### config.mk
export PLATFORM = sky130hd
export DESIGN_NAME = alu_sched
export DESIGN_NICKNAME = d
export VERILOG_FILES = /design/src/rtl/alu_sched.sv
export SDC_FILE = /design/constraint.sdc
export NUM_CORES = 1
export LEC_CHECK = 0
export BUFFER_PORTS_ARGS = -buffer_cell sky130_fd_sc_hd__buf_2
export CAP_MARGIN = 20
export CORE_ASPECT_RATIO = 0.9
export CORE_MARGIN = 2
export CORE_UTILIZATION = 30
export DETAILED_ROUTE_END_ITERATION = 12
export GPL_ROUTABILITY_DRIVEN = 0
export PLACE_DENSITY = 0.67
export SLEW_MARGIN = 20
export SYNTH_ARGS = -nofsm -noshare
export SYNTH_HDL_FRONTEND = slang
export SYNTH_SLANG_ARGS = --single-unit
### constraint.sdc
create_clock -name clk -period 3.7 [get_ports clk]
set_clock_uncertainty 0.15 [all_clocks]
set_input_delay 0.555 -clock clk [delete_from_list [all_inputs] [get_ports clk]]
set_output_delay 0.555 -clock clk [all_outputs]
set_load 0.1 [all_outputs]
### src/rtl/alu_sched.sv
// alu_sched: round-robin scheduler for two requesters sharing one combinational ALU.
// It accepts one request at a time, drives registered operands into the ALU,
// waits ALU_LAT cycles, captures the result, and returns it tagged with the
// requester id.
module alu_sched #(
  parameter int A_W     = 4,
  parameter int SEL_W   = 3,
  parameter int ALU_LAT = 1
) (
  input  logic               clk,
  input  logic               rst_n,
  input  logic [1:0]         req_valid,
  output logic [1:0]         req_ready,
  input  logic [SEL_W-1:0]   req_sel0,
  input  logic [A_W-1:0]     req_a0,
  input  logic [A_W-1:0]     req_b0,
  input  logic [SEL_W-1:0]   req_sel1,
  input  logic [A_W-1:0]     req_a1,
  input  logic [A_W-1:0]     req_b1,
  output logic [SEL_W-1:0]   alu_sel,
  output logic [A_W-1:0]     alu_a,
  output logic [A_W-1:0]     alu_b,
  input  logic [2*A_W-1:0]   alu_y,
  output logic               rsp_valid,
  input  logic               rsp_ready,
  output logic [2*A_W-1:0]   rsp_y,
  output logic               rsp_id,
  output logic               busy
);

  localparam int CNT_W = (ALU_LAT > 1) ? $clog2(ALU_LAT) : 1;
  localparam logic [CNT_W-1:0] CNT_INIT = CNT_W'(ALU_LAT - 1);

  typedef enum logic [1:0] {
    IDLE = 2'd0,
    EXEC = 2'd1,
    RESP = 2'd2
  } state_t;

  state_t             r_state;
  state_t             w_stateNext;
  logic               r_lastGrant;
  logic [CNT_W-1:0]   r_cnt;
  logic [SEL_W-1:0]   r_aluSel;
  logic [A_W-1:0]     r_aluA;
  logic [A_W-1:0]     r_aluB;
  logic [2*A_W-1:0]   r_rspY;
  logic               r_rspId;
  logic               r_rspValid;

  logic               w_anyValid;
  logic               w_grant;
  logic               w_accept;
  logic               w_capture;
  logic               w_rspDone;

  // Under contention the requester that did not win last time gets the slot.
  assign w_anyValid = |req_valid;
  assign w_grant    = (req_valid == 2'b11) ? ~r_lastGrant : req_valid[1];

  assign alu_sel   = r_aluSel;
  assign alu_a     = r_aluA;
  assign alu_b     = r_aluB;
  assign rsp_valid = r_rspValid;
  assign rsp_y     = r_rspY;
  assign rsp_id    = r_rspId;

  // State register; reset drops any operation in flight.
  always_ff @(posedge clk or negedge rst_n) begin
    if (!rst_n) begin
      r_state <= IDLE;
    end else begin
      r_state <= w_stateNext;
    end
  end

  // Next-state and handshake decode; ready is only offered in IDLE and out of reset.
  always_comb begin
    w_stateNext = r_state;
    req_ready   = 2'b00;
    busy        = 1'b0;
    w_accept    = 1'b0;
    w_capture   = 1'b0;
    w_rspDone   = 1'b0;
    case (r_state)
      IDLE: begin
        if (w_anyValid && rst_n) begin
          req_ready   = w_grant ? 2'b10 : 2'b01;
          w_accept    = 1'b1;
          w_stateNext = EXEC;
        end
      end
      EXEC: begin
        busy = 1'b1;
        if (r_cnt == '0) begin
          w_capture   = 1'b1;
          w_stateNext = RESP;
        end
      end
      RESP: begin
        busy = 1'b1;
        if (r_rspValid && rsp_ready) begin
          w_rspDone   = 1'b1;
          w_stateNext = IDLE;
        end
      end
      default: begin
        w_stateNext = IDLE;
      end
    endcase
  end

  // Operand latch on accept; the ALU inputs hold their values until the next accept.
  always_ff @(posedge clk or negedge rst_n) begin
    if (!rst_n) begin
      r_aluSel    <= '0;
      r_aluA      <= '0;
      r_aluB      <= '0;
      r_rspId     <= 1'b0;
      r_lastGrant <= 1'b1;
    end else if (w_accept) begin
      r_rspId     <= w_grant;
      r_lastGrant <= w_grant;
      if (w_grant) begin
        r_aluSel <= req_sel1;
        r_aluA   <= req_a1;
        r_aluB   <= req_b1;
      end else begin
        r_aluSel <= req_sel0;
        r_aluA   <= req_a0;
        r_aluB   <= req_b0;
      end
    end
  end

  // Settle counter: loaded on accept, counts down while the ALU output settles.
  always_ff @(posedge clk or negedge rst_n) begin
    if (!rst_n) begin
      r_cnt <= '0;
    end else if (w_accept) begin
      r_cnt <= CNT_INIT;
    end else if ((r_state == EXEC) && (r_cnt != '0)) begin
      r_cnt <= r_cnt - CNT_W'(1);
    end
  end

  // Response register: captures the ALU result and holds it until the consumer takes it.
  always_ff @(posedge clk or negedge rst_n) begin
    if (!rst_n) begin
      r_rspY     <= '0;
      r_rspValid <= 1'b0;
    end else if (w_capture) begin
      r_rspY     <= alu_y;
      r_rspValid <= 1'b1;
    end else if (w_rspDone) begin
      r_rspValid <= 1'b0;
    end
  end

endmodule

### Word level (Yosys, flattened, before mapping)

Cells that the tools add are included.

* logic and storage cells: 48
* bits in latches: 0
* bits in read-only memories: 0
* memories kept: 0
* memory bits (writable): 0
* bits in registers: 25
* output and inout bits: 24

* reduce and logical (&&, ||, !) cells: 9
* shift-type cells: 0
* multiply operators: 0
* bitwise operators: 1
* muxes and demuxes: 22
* add/subtract/negate cells: 1
* equality and inequality tests: 6
* div/mod/pow operators: 0
* magnitude comparators: 0

Operator list (count)
* 1-bit two-way mux: 12
* 2-bit two-way mux: 6
* 4-bit two-way mux: 2
* 2-bit != test (second input constant): 3
* 2-bit case mux with 3 select lines: 1
* 2-bit equality test (second input constant): 2
* 2-bit nonzero test: 2
* 2-bit OR reduction: 2
* 1-bit logical AND: 3
* 3-bit two-way mux: 1
* 3-bit AND reduction: 1
* 2-bit by 1-bit equality test with 1-bit output (second input constant): 1
* 2-bit logical NOT: 1
* 1-bit inverter: 1
* 1-bit subtractor (second input constant): 1

### Depth between registers and ports, before layout

Gate-level depths: netlist of run 1.

* depth in word-level cells: 5
* mapped depth: 6
* gate-level depth less buffers: 5

### Worst setup path after synthesis of run 1

OpenSTA, ideal clock, no wires.

* path kind: reg2out
* start point: reg r_state[0]
* end point: out req_ready[1]
* slack: 1.237 ns
* cell stages (with the launch flop): 6
* arrival: 1.758 ns
* path through: dfrtp_1 inv_1 ha_1 and3_1 buf_2 and2_1

* cells in the longest elaborated chain, start to end: 2

RTL lines
* start, declared: RTL line 40 `state_t r_state;`
* start signal, assigned: RTL line 73 `r_state <= w_stateNext;`
* 2-bit logical NOT: RTL line 85 `case (r_state)`
* 2-bit two-way mux: RTL line 85
* end, declared: RTL line 13 `output logic [1:0] req_ready,`

Every way passes these cells.

### Worst setup path after layout of run 1

* start point: in rst_n
* end point: out req_ready[1]

* cells in the longest elaborated chain, start to end: 3

RTL lines
* start, declared: RTL line 11 `input logic rst_n,`
* 1-bit logical AND: RTL line 87 `if (w_anyValid && rst_n) begin`
* 2-bit two-way mux: RTL line 87
* 2-bit two-way mux: RTL line 85

Every way passes these cells.

==> results of run 1 <==
==> synth_stat cells, types with 2 or more instances <==
cell	n
ha_1	5
buf_2	4
a221o_1	11
and3_1	12
dfrtp_1	24
a21oi_1	2
mux2_2	10
nand2_1	3
inv_1	4
==> cell usage in the layout, fill, tap and decap left out, types with 2 or more instances in the layout <==
cell and instances:
a21oi_1 2, a221o_1 11, and3_1 12, buf_2 59, buf_4 2, clkbuf_8 3
dfrtp_1 24, ha_1 5, inv_1 4, mux2_2 10, nand2_1 3
==> layer usage <==
layer  track usage  up-vias  part of all wire
li1              -      441                 -
met2         0.248       41              0.49
met1         0.147      435              0.41
met4        0.0686        0             0.021
met3        0.0180        5             0.077
met5             0        -                 0
==> worst paths after layout <==
kind	startpoint	to	depth (start not counted)
worst max-delay path	rst_n	req_ready[1]	5
worst min-delay path	rsp_y[1]$_DFFE_PN0P_	rsp_y[1]$_DFFE_PN0P_	1
worst max register to register	r_state[1]$_DFFE_PN0P_	rsp_y[7]$_DFFE_PN0P_	4
worst min register to register	rsp_y[1]$_DFFE_PN0P_	rsp_y[1]$_DFFE_PN0P_	1
max in group asynchronous	rst_n	rsp_y[6]$_DFFE_PN0P_	3
min in group asynchronous	rst_n	alu_b[0]$_DFFE_PN0P_	2
==> flip-flops by register name (all words and copies together), names as in the netlist <==
name         count
r_cnt            1
r_state          2
rsp_valid        1
alu_b            4
r_lastGrant      1
rsp_y            8
alu_a            4
rsp_id           1
alu_sel          3
==> area by class of cell <==
| cell class | count | area share |
|---|---|---|
| flip-flops and latches | 25 | 0.415 |
| multi-input cells | 52 | 0.296 |
| repair buffers | 62 | 0.212 |
| well taps | 44 | 0.0365 |
| clock buffers | 3 | 0.0273 |
| inverters | 4 | 0.00994 |
| clock inverters | 1 | 0.00331 |
==> metrics by stage <==
stage | cells | hold WS, ns
after floorplan | 86 | 0.109
after global placement | 185 | 0.247
after detailed placement | 185 | 0.259
after CTS | 190 | 0.362
after global routing | 191 | 0.356
final | 191 | 0.358
==> critical path, cell delays in order <==
cell and delay (ns):
dlygate4sd3_1 0.53, buf_2 0.22, and3_1 0.39, and2_1 0.17, buf_2 0.42
==> logic make-up after synthesis <==
family	synth area share
buf+inv	0.0349
fa+ha+maj	0.0562
simple gates	0.101
compound gates	0.143
mux	0.101
flops	0.564
==> flow_metrics.env, run 1 <==
export IMPL_ys_types=20
export IMPL_finalInstanceArea_sq_mm=0.00151
export IMPL_fin_ws_ns=0.704
export IMPL_grt_pass1_wl_um=3970
export IMPL_rows=20
export IMPL_drive_above_1_share=0.524
export IMPL_clk_pin_slew_worst_paths_ns=0.08
export IMPL_yosysTopAreaCell="dfrtp_1"
export IMPL_utilization=0.437
export IMPL_first_pass_iters=4
export IMPL_synth_nets=126
export IMPL_ant_nets=0
export IMPL_min_path_type="reg -> reg"
export IMPL_worstSetupStartpointType="primary input"
export IMPL_synthTopCellsByArea="dfrtp_1 (54%), mux2_2 (10%), a221o_1 (9.9%), and3_1 (6.7%), ha_1 (5.6%)"
export IMPL_period_minus_slack_ns=3.00
export IMPL_drc=0
export IMPL_dpl_hpwl_um=2150
export IMPL_slew_viol_final=0
export IMPL_fmax_ghz=0.334
export IMPL_period_share=0.810
export IMPL_finalSetupViolCount=0
export IMPL_yosysWarnings=0
export IMPL_cts_resized_gates=0
export IMPL_crit_arrival_ns=2.29
export IMPL_io_pins=59
export IMPL_core_area_sq_mm=0.00345
export IMPL_avgSynthCellArea_sq_um=12.9
export IMPL_grt_max_degree=22
export IMPL_crit_required_ns=2.99
export IMPL_clock_latency_ns=0.27
export IMPL_post_place_ws_ns=1.24
export IMPL_hold_viol=0
export IMPL_syn2layout_area_growth_pct=35.8
export IMPL_die_area_sq_mm=0.00421
export IMPL_netlist_area_sq_mm=0.00111
export IMPL_vias=922
export IMPL_synth_seq_area_share=0.564
export IMPL_die_y_um=61.8
export IMPL_synthArstFlopShare=1.00
export IMPL_synth_seq_cells=25
export IMPL_root_buffer="clkbuf_8"
export IMPL_drt_iter0_drc=21
export IMPL_finalNetCount=188
export IMPL_antenna_cells=0
export IMPL_max_slew_worst_pin_slew_ns=0.699
export IMPL_multiInputGateArea_sq_um=447
export IMPL_reg2reg_slack_ns=1.69
export IMPL_grt_setup_unrepaired="no"
export IMPL_synth_top_area_frac=0.540
export IMPL_placed_cell_area_sq_mm=0.00145
export IMPL_port_buffers=58
export IMPL_antenna_found_initial=0
export IMPL_start_util=0.322
export IMPL_vias_per_cell=4.83
export IMPL_setup_tns_ns=0
export IMPL_post_drt_wl_per_cell_um=14.5
export IMPL_ff_latch_area_sq_um=627
export IMPL_cts_setup_buffers=0
export IMPL_slew_headroom=0.533
export IMPL_grt_pass1_vias=908
export IMPL_cts_tree="built"
export IMPL_max_cap_violations=0
export IMPL_fillCellCount=352
export IMPL_die_w_um=68.2
export IMPL_ctsHoldBuffers=1
export IMPL_h_tree_depth=1
export IMPL_cts_path_max_buffers=2
export IMPL_synthCells=86
export IMPL_cts_sinks=25
export IMPL_critical_path_max_fanout=12
export IMPL_track_usage=0.132
export IMPL_path_class="in -> out"
export IMPL_synth_flop_cell="dfrtp_1"
export IMPL_drt_total_wl_um=2780
export IMPL_gr_total_overflow=0
export IMPL_cts_buffers=3
export IMPL_status="finished, final reports clean"
export IMPL_synth_edff_count=0
export IMPL_endpoint_kind="primary output"
Power of run 1 is left out: the tool's default activity adds up to more than one toggle a clock period on the data nets, which glitch-free logic cannot reach.
==> inputs of run 2 (changes only) <==
ABC_AREA = 1   (was unset)
PLACE_DENSITY = 0.66   (was 0.67)
clock period = 3.1 ns   (was 3.7 ns; I/O delays follow)
==> run 2 against run 1 <==
Against the previous run:
- first-iteration DRC count increased by 38%
- cell count rose by 41%
- area after synthesis rose by 14%
- synthesized cell count is 88% higher
- cell area is 9.6% higher
- setup slack got worse by 0.45 ns
- sequential share of layout area down 3.6 points
- utilization shrank 3.1 points
- die area is 13% higher
- worst hold slack got worse by 0.077 ns
- count of clock-buffer cells in the layout stayed put
- sequential cell count unchanged
==> flow_metrics.env, run 2 <==
export IMPL_synth_edff_count=0
export IMPL_clk_pin_slew_worst_paths_ns=0.09
export IMPL_synthTopCellsByArea="dfrtp_1 (47%), nand2_1 (28%), o21ai_2 (5.5%), ha_1 (4.9%), inv_1 (4.4%)"
export IMPL_worst_path_most_repeated_cell="buf_2"
export IMPL_synthTopCellsByCount="nand2_1 (94), dfrtp_1 (24), inv_1 (15)"
export IMPL_reg2reg_slack_ns=1.38
export IMPL_synth_adder_area_share=0.0493
export IMPL_cpPeakStageDelay_ns=0.54
export IMPL_port_buffers=58
export IMPL_drc=0
export IMPL_cts_sinks=25
export IMPL_synthCells=162
export IMPL_finalSetupViolCount=0
export IMPL_slew_viol_final=0
export IMPL_gr_total_overflow=0
export IMPL_hold_viol=0
export IMPL_cts_tree="built"
export IMPL_h_tree_depth=1
export IMPL_synthSimpleGateAreaFrac=0.301
export IMPL_fillCellCount=432
export IMPL_finalInstanceArea_sq_mm=0.00166
export IMPL_final_common_cell="nand2_1"
export IMPL_synth_seq_area_share=0.494
export IMPL_endpoint_kind="primary output"
export IMPL_synth_most_common_cell="nand2_1"
export IMPL_period_minus_slack_ns=2.85
export IMPL_hold_start="alu_y[0]"
export IMPL_placed_cell_area_sq_mm=0.00160
export IMPL_vias=1132
export IMPL_cts_path_max_buffers=2
export IMPL_grt_pass1_wl_um=4420
export IMPL_worstSetupStartpointType="primary input"
export IMPL_die_y_um=65.7
export IMPL_rows=22
export IMPL_path_class="in -> out"
export IMPL_min_path_type="in -> reg"
export IMPL_clock_latency_ns=0.26
export IMPL_layout_common_cells="nand2_1 (94), buf_2 (57), dfrtp_1 (24), inv_1 (15), o21ai_2 (8)"
export IMPL_yosysWarnings=0
export IMPL_hold_end="rsp_y[0]$_DFFE_PN0P_"
export IMPL_drt_total_wl_um=2820
export IMPL_synth_compound_area_frac=0.0690
export IMPL_synth_mux_area_frac=0
export IMPL_utilization=0.406
export IMPL_vias_per_cell=4.21
export IMPL_setup_tns_ns=0
export IMPL_synth_xor_area_share=0
export IMPL_die_w_um=72.6
export IMPL_min_delay_path_depth=3
export IMPL_antenna_found_initial=0
export IMPL_cts_buffers=3
export IMPL_synthArstFlopShare=1.00
export IMPL_root_buffer="clkbuf_8"
export IMPL_status="finished, final reports clean"
export IMPL_period_share=0.919
export IMPL_synth_nets=202
export IMPL_drive_above_1_share=0.339
export IMPL_drt_iter0_drc=29
export IMPL_path_cells="dlygate4sd3_1, buf_2, o211ai_2, nor2_1, buf_2"
export IMPL_avgSynthCellArea_sq_um=7.83
export IMPL_synth_top_family_by_area="simple AND/OR/NAND/NOR gates"
export IMPL_ant_nets=0
export IMPL_finalNetCount=262
export IMPL_synth_top_area_frac=0.473
export IMPL_slew_headroom=0.536
export IMPL_yosysTopAreaCell="dfrtp_1"
export IMPL_first_pass_iters=4
export IMPL_crit_required_ns=2.48
export IMPL_synth_flop_cell="dfrtp_1"
export IMPL_synth_seq_cells=25
export IMPL_io_pins=59
export IMPL_cpMaxStageDelayCell="dlygate4sd3_1"
export IMPL_largest_reg_flops=8
export IMPL_critical_path_max_fanout=15
export IMPL_reg2reg_to="rsp_y[7]$_DFFE_PN0P_"
export IMPL_max_slew_worst_pin_slew_ns=0.696
export IMPL_crit_arrival_ns=2.23
export IMPL_hold_ws_ns=0.282
export IMPL_ys_types=15
export IMPL_fmax_ghz=0.351
export IMPL_grt_max_degree=18
export IMPL_post_drt_wl_per_cell_um=10.5
export IMPL_start_util=0.311
export IMPL_core_area_sq_mm=0.00407
export IMPL_max_cap_violations=0
export IMPL_die_area_sq_mm=0.00477
export IMPL_reg2reg_depth=6
export IMPL_grt_pass1_vias=997
export IMPL_dpl_hpwl_um=2200
export IMPL_reg2reg_from="r_state[1]$_DFFE_PN0P_"
export IMPL_syn2layout_area_growth_pct=30.5
export IMPL_netlist_area_sq_mm=0.00127
export IMPL_track_usage=0.118
export IMPL_grt_setup_unrepaired="no"
export IMPL_antenna_cells=0
==> run 2: cells by family after synthesis <==
| logic type | after synthesis |
|---|---|
| AO/OA/AOI/OAI | 10 |
| adder cells (fa/ha/maj) | 5 |
| buffers and inverters | 22 |
| flip-flops | 25 |
| AND/OR/NAND/NOR | 100 |
==> run 2: timing repair <==
item	4_1_cts	5_1_grt
hold endpoints to repair	7	0
buffers inserted	0	0
gates resized for setup	0	0
hold buffers	1	0
==> run 2: critical path, delay by kind of cell <==
kind / cells / cell delay [ns]
AO/OA/AOI/OAI: 1 / 0.34
buffers and inverters: 3 / 1.25
AND/OR/NAND/NOR: 1 / 0.16
==> run 2: layout make-up <==
class,count,area [sq um],share of cell area
sequential,25,627,0.379
multi-input combinational,115,532,0.321
timing repair buffer,61,330,0.200
inverter,16,60.1,0.0363
tap,48,60.1,0.0363
clock buffer,3,41.3,0.0249
clock inverter,1,5.00,0.00302
==> run 2: per-layer routing <==
layer,up-vias,share of wire,track usage
li1,600,-,-
met1,499,0.48,0.155
met2,31,0.46,0.190
met3,2,0.056,0.0261
met4,0,0.0096,0.0463
met5,-,0,0
==> run 2: worst max path at each step <==
stage                           startpoint      endpoint  slack (ns)
floorplan           r_state[0]$_DFFE_PN0P_  req_ready[0]        0.24
global placement                     rst_n  req_ready[0]        0.80
detailed placement                   rst_n  req_ready[0]        0.79
CTS                                  rst_n  req_ready[0]        0.21
global route                         rst_n  req_ready[0]        0.13
finish                               rst_n  req_ready[0]        0.25
==> run 2: through the flow <==
step / setup WS [ns] / std cells
4_1_cts: 0.213 / 269
3_5_place_dp: 0.787 / 264
2_1_floorplan: 0.235 / 162
3_3_place_gp: 0.795 / 264
6_report: 0.250 / 269
5_1_grt: 0.126 / 269
Power of run 2 is left out for the same reason.
==> inputs of run 3 (changes only) <==
CELL_PAD_IN_SITES_DETAIL_PLACEMENT = 2   (was unset)
CELL_PAD_IN_SITES_GLOBAL_PLACEMENT = 2   (was unset)
CORE_UTILIZATION = 24   (was 30)
PLACE_DENSITY = 0.87   (was 0.66)
==> run 3 against run 2 <==
Against the previous run:
- via count increased by 5.4%
- sequential share of layout area fell by 0.67 points
- first-iteration DRC count up 66%
- utilization fell by 8.0 points
- cell area rose by 1.8%
- sequential cell count stayed put
- register-to-register slack worse by 0.06 ns
- worst hold slack better by 0.0039 ns
==> flow_metrics.env, run 3 (synthesized netlist as in run 2, its figures left out) <==
export IMPL_fillCellCount=639
export IMPL_finalNetCount=263
export IMPL_critical_path_max_fanout=12
export IMPL_dpl_hpwl_um=2930
export IMPL_ant_nets=0
export IMPL_fmax_ghz=0.380
export IMPL_grt_setup_unrepaired="no"
export IMPL_h_tree_depth=1
export IMPL_antenna_found_initial=0
export IMPL_layout_common_cells="nand2_1 (94), buf_2 (57), dfrtp_1 (24), inv_1 (15), o21ai_2 (8)"
export IMPL_antenna_cells=0
export IMPL_rows=25
export IMPL_worstSetupStartpointType="primary input"
export IMPL_period_share=0.849
export IMPL_root_buffer="clkbuf_8"
export IMPL_drive_above_1_share=0.338
export IMPL_finalSetupViolCount=0
export IMPL_cts_setup_buffers=0
export IMPL_cts_sinks=25
export IMPL_drc=0
export IMPL_grt_pass1_wl_um=5870
export IMPL_clk_pin_slew_worst_paths_ns=0.08
export IMPL_die_area_sq_mm=0.00588
export IMPL_min_path_type="in -> reg"
export IMPL_final_common_cell="nand2_1"
export IMPL_slew_viol_final=0
export IMPL_slew_headroom=0.531
export IMPL_vias=1193
export IMPL_cts_path_max_buffers=2
export IMPL_setup_tns_ns=0
export IMPL_track_usage=0.131
export IMPL_grt_max_degree=23
export IMPL_crit_arrival_ns=2.02
export IMPL_status="finished, final reports clean"
export IMPL_largest_reg_flops=8
export IMPL_post_drt_wl_per_cell_um=12.7
export IMPL_drt_total_wl_um=3660
export IMPL_start_util=0.246
export IMPL_path_class="in -> out"
export IMPL_crit_required_ns=2.48
export IMPL_endpoint_kind="primary output"
export IMPL_die_y_um=73.0
export IMPL_drt_iter0_drc=48
export IMPL_port_buffers=58
export IMPL_multiInputGateArea_sq_um=532
export IMPL_period_minus_slack_ns=2.63
export IMPL_max_slew_worst_pin_slew_ns=0.704
export IMPL_gr_total_overflow=0
export IMPL_grt_pass1_vias=1264
export IMPL_hold_viol=0
export IMPL_die_w_um=80.6
export IMPL_ff_latch_area_sq_um=627
export IMPL_cts_tree="built"
export IMPL_clock_latency_ns=0.26
export IMPL_first_pass_iters=4
export IMPL_max_cap_violations=0
export IMPL_cts_buffers=3
export IMPL_io_pins=59
export IMPL_core_area_sq_mm=0.00516
export IMPL_vias_per_cell=4.13
export IMPL_syn2layout_area_growth_pct=32.8
run 3: cell count changes in the layout (fill, tap and decap cells not counted), sizes merged:
| cell | change |
|---|---|
| clkinv | -1 |
| buf | +1 |
| clkbuf | +1 |
run 3: worst max-delay path, stage by stage:
cell           delay, ns
dlygate4sd3_1       0.53
buf_2               0.20
o21ai_1             0.11
nor2_1              0.10
buf_4               0.19
nand2_1             0.12
inv_1               0.12
buf_12              0.18
run 3: layout make-up:
cell class              count  share of cell area
flip-flops and latches     25               0.372
multi-input cells         115               0.316
repair buffers             62               0.200
well taps                  67              0.0497
inverters                  16              0.0356
clock buffers               4              0.0267
run 3: path summary, 6_finish.rpt:
check	start	to	slack (ns)	cells past startpoint
worst min register to register	r_lastGrant$_DFFE_PN1P_	r_lastGrant$_DFFE_PN1P_	0.32	2
max in group asynchronous	rst_n	rsp_y[0]$_DFFE_PN0P_	1.85	3
worst max register to register	r_state[1]$_DFFE_PN0P_	rsp_y[5]$_DFFE_PN0P_	1.32	6
worst min-delay path	alu_y[3]	rsp_y[3]$_DFFE_PN0P_	0.29	3
worst max-delay path	rst_n	req_ready[1]	0.47	8
min in group asynchronous	rst_n	r_state[1]$_DFFE_PN0P_	0.43	2
run 3: timing repair:
item                                   4_1_cts  5_1_grt
endpoints found under the hold margin        2        0
hold buffers                                 1        0
resized for setup                            0        0
run 3: metrics by stage:
step                      cell area, sq um  instances   util  hold slack, ns  worst slack (ns)
after CTS                             1690        289  0.327           0.278             0.419
final                                 1690        289  0.327           0.286             0.469
after detailed placement              1630        284  0.316           0.157             0.667
after floorplan                       1270        162      -          0.0194             0.235
after global placement                1630        284  0.316           0.155             0.754
after global routing                  1690        289  0.327           0.275             0.320
run 3: metal layers:
| metal | vias to the layer above | track usage | share of wire |
|---|---|---|---|
| li1 | 601 | - | - |
| met1 | 563 | 0.163 | 0.44 |
| met2 | 27 | 0.232 | 0.50 |
| met3 | 2 | 0.0384 | 0.054 |
| met4 | 0 | 0.0169 | 0.0030 |
| met5 | - | 0 | 0 |
Power of run 3 is left out for the same reason.
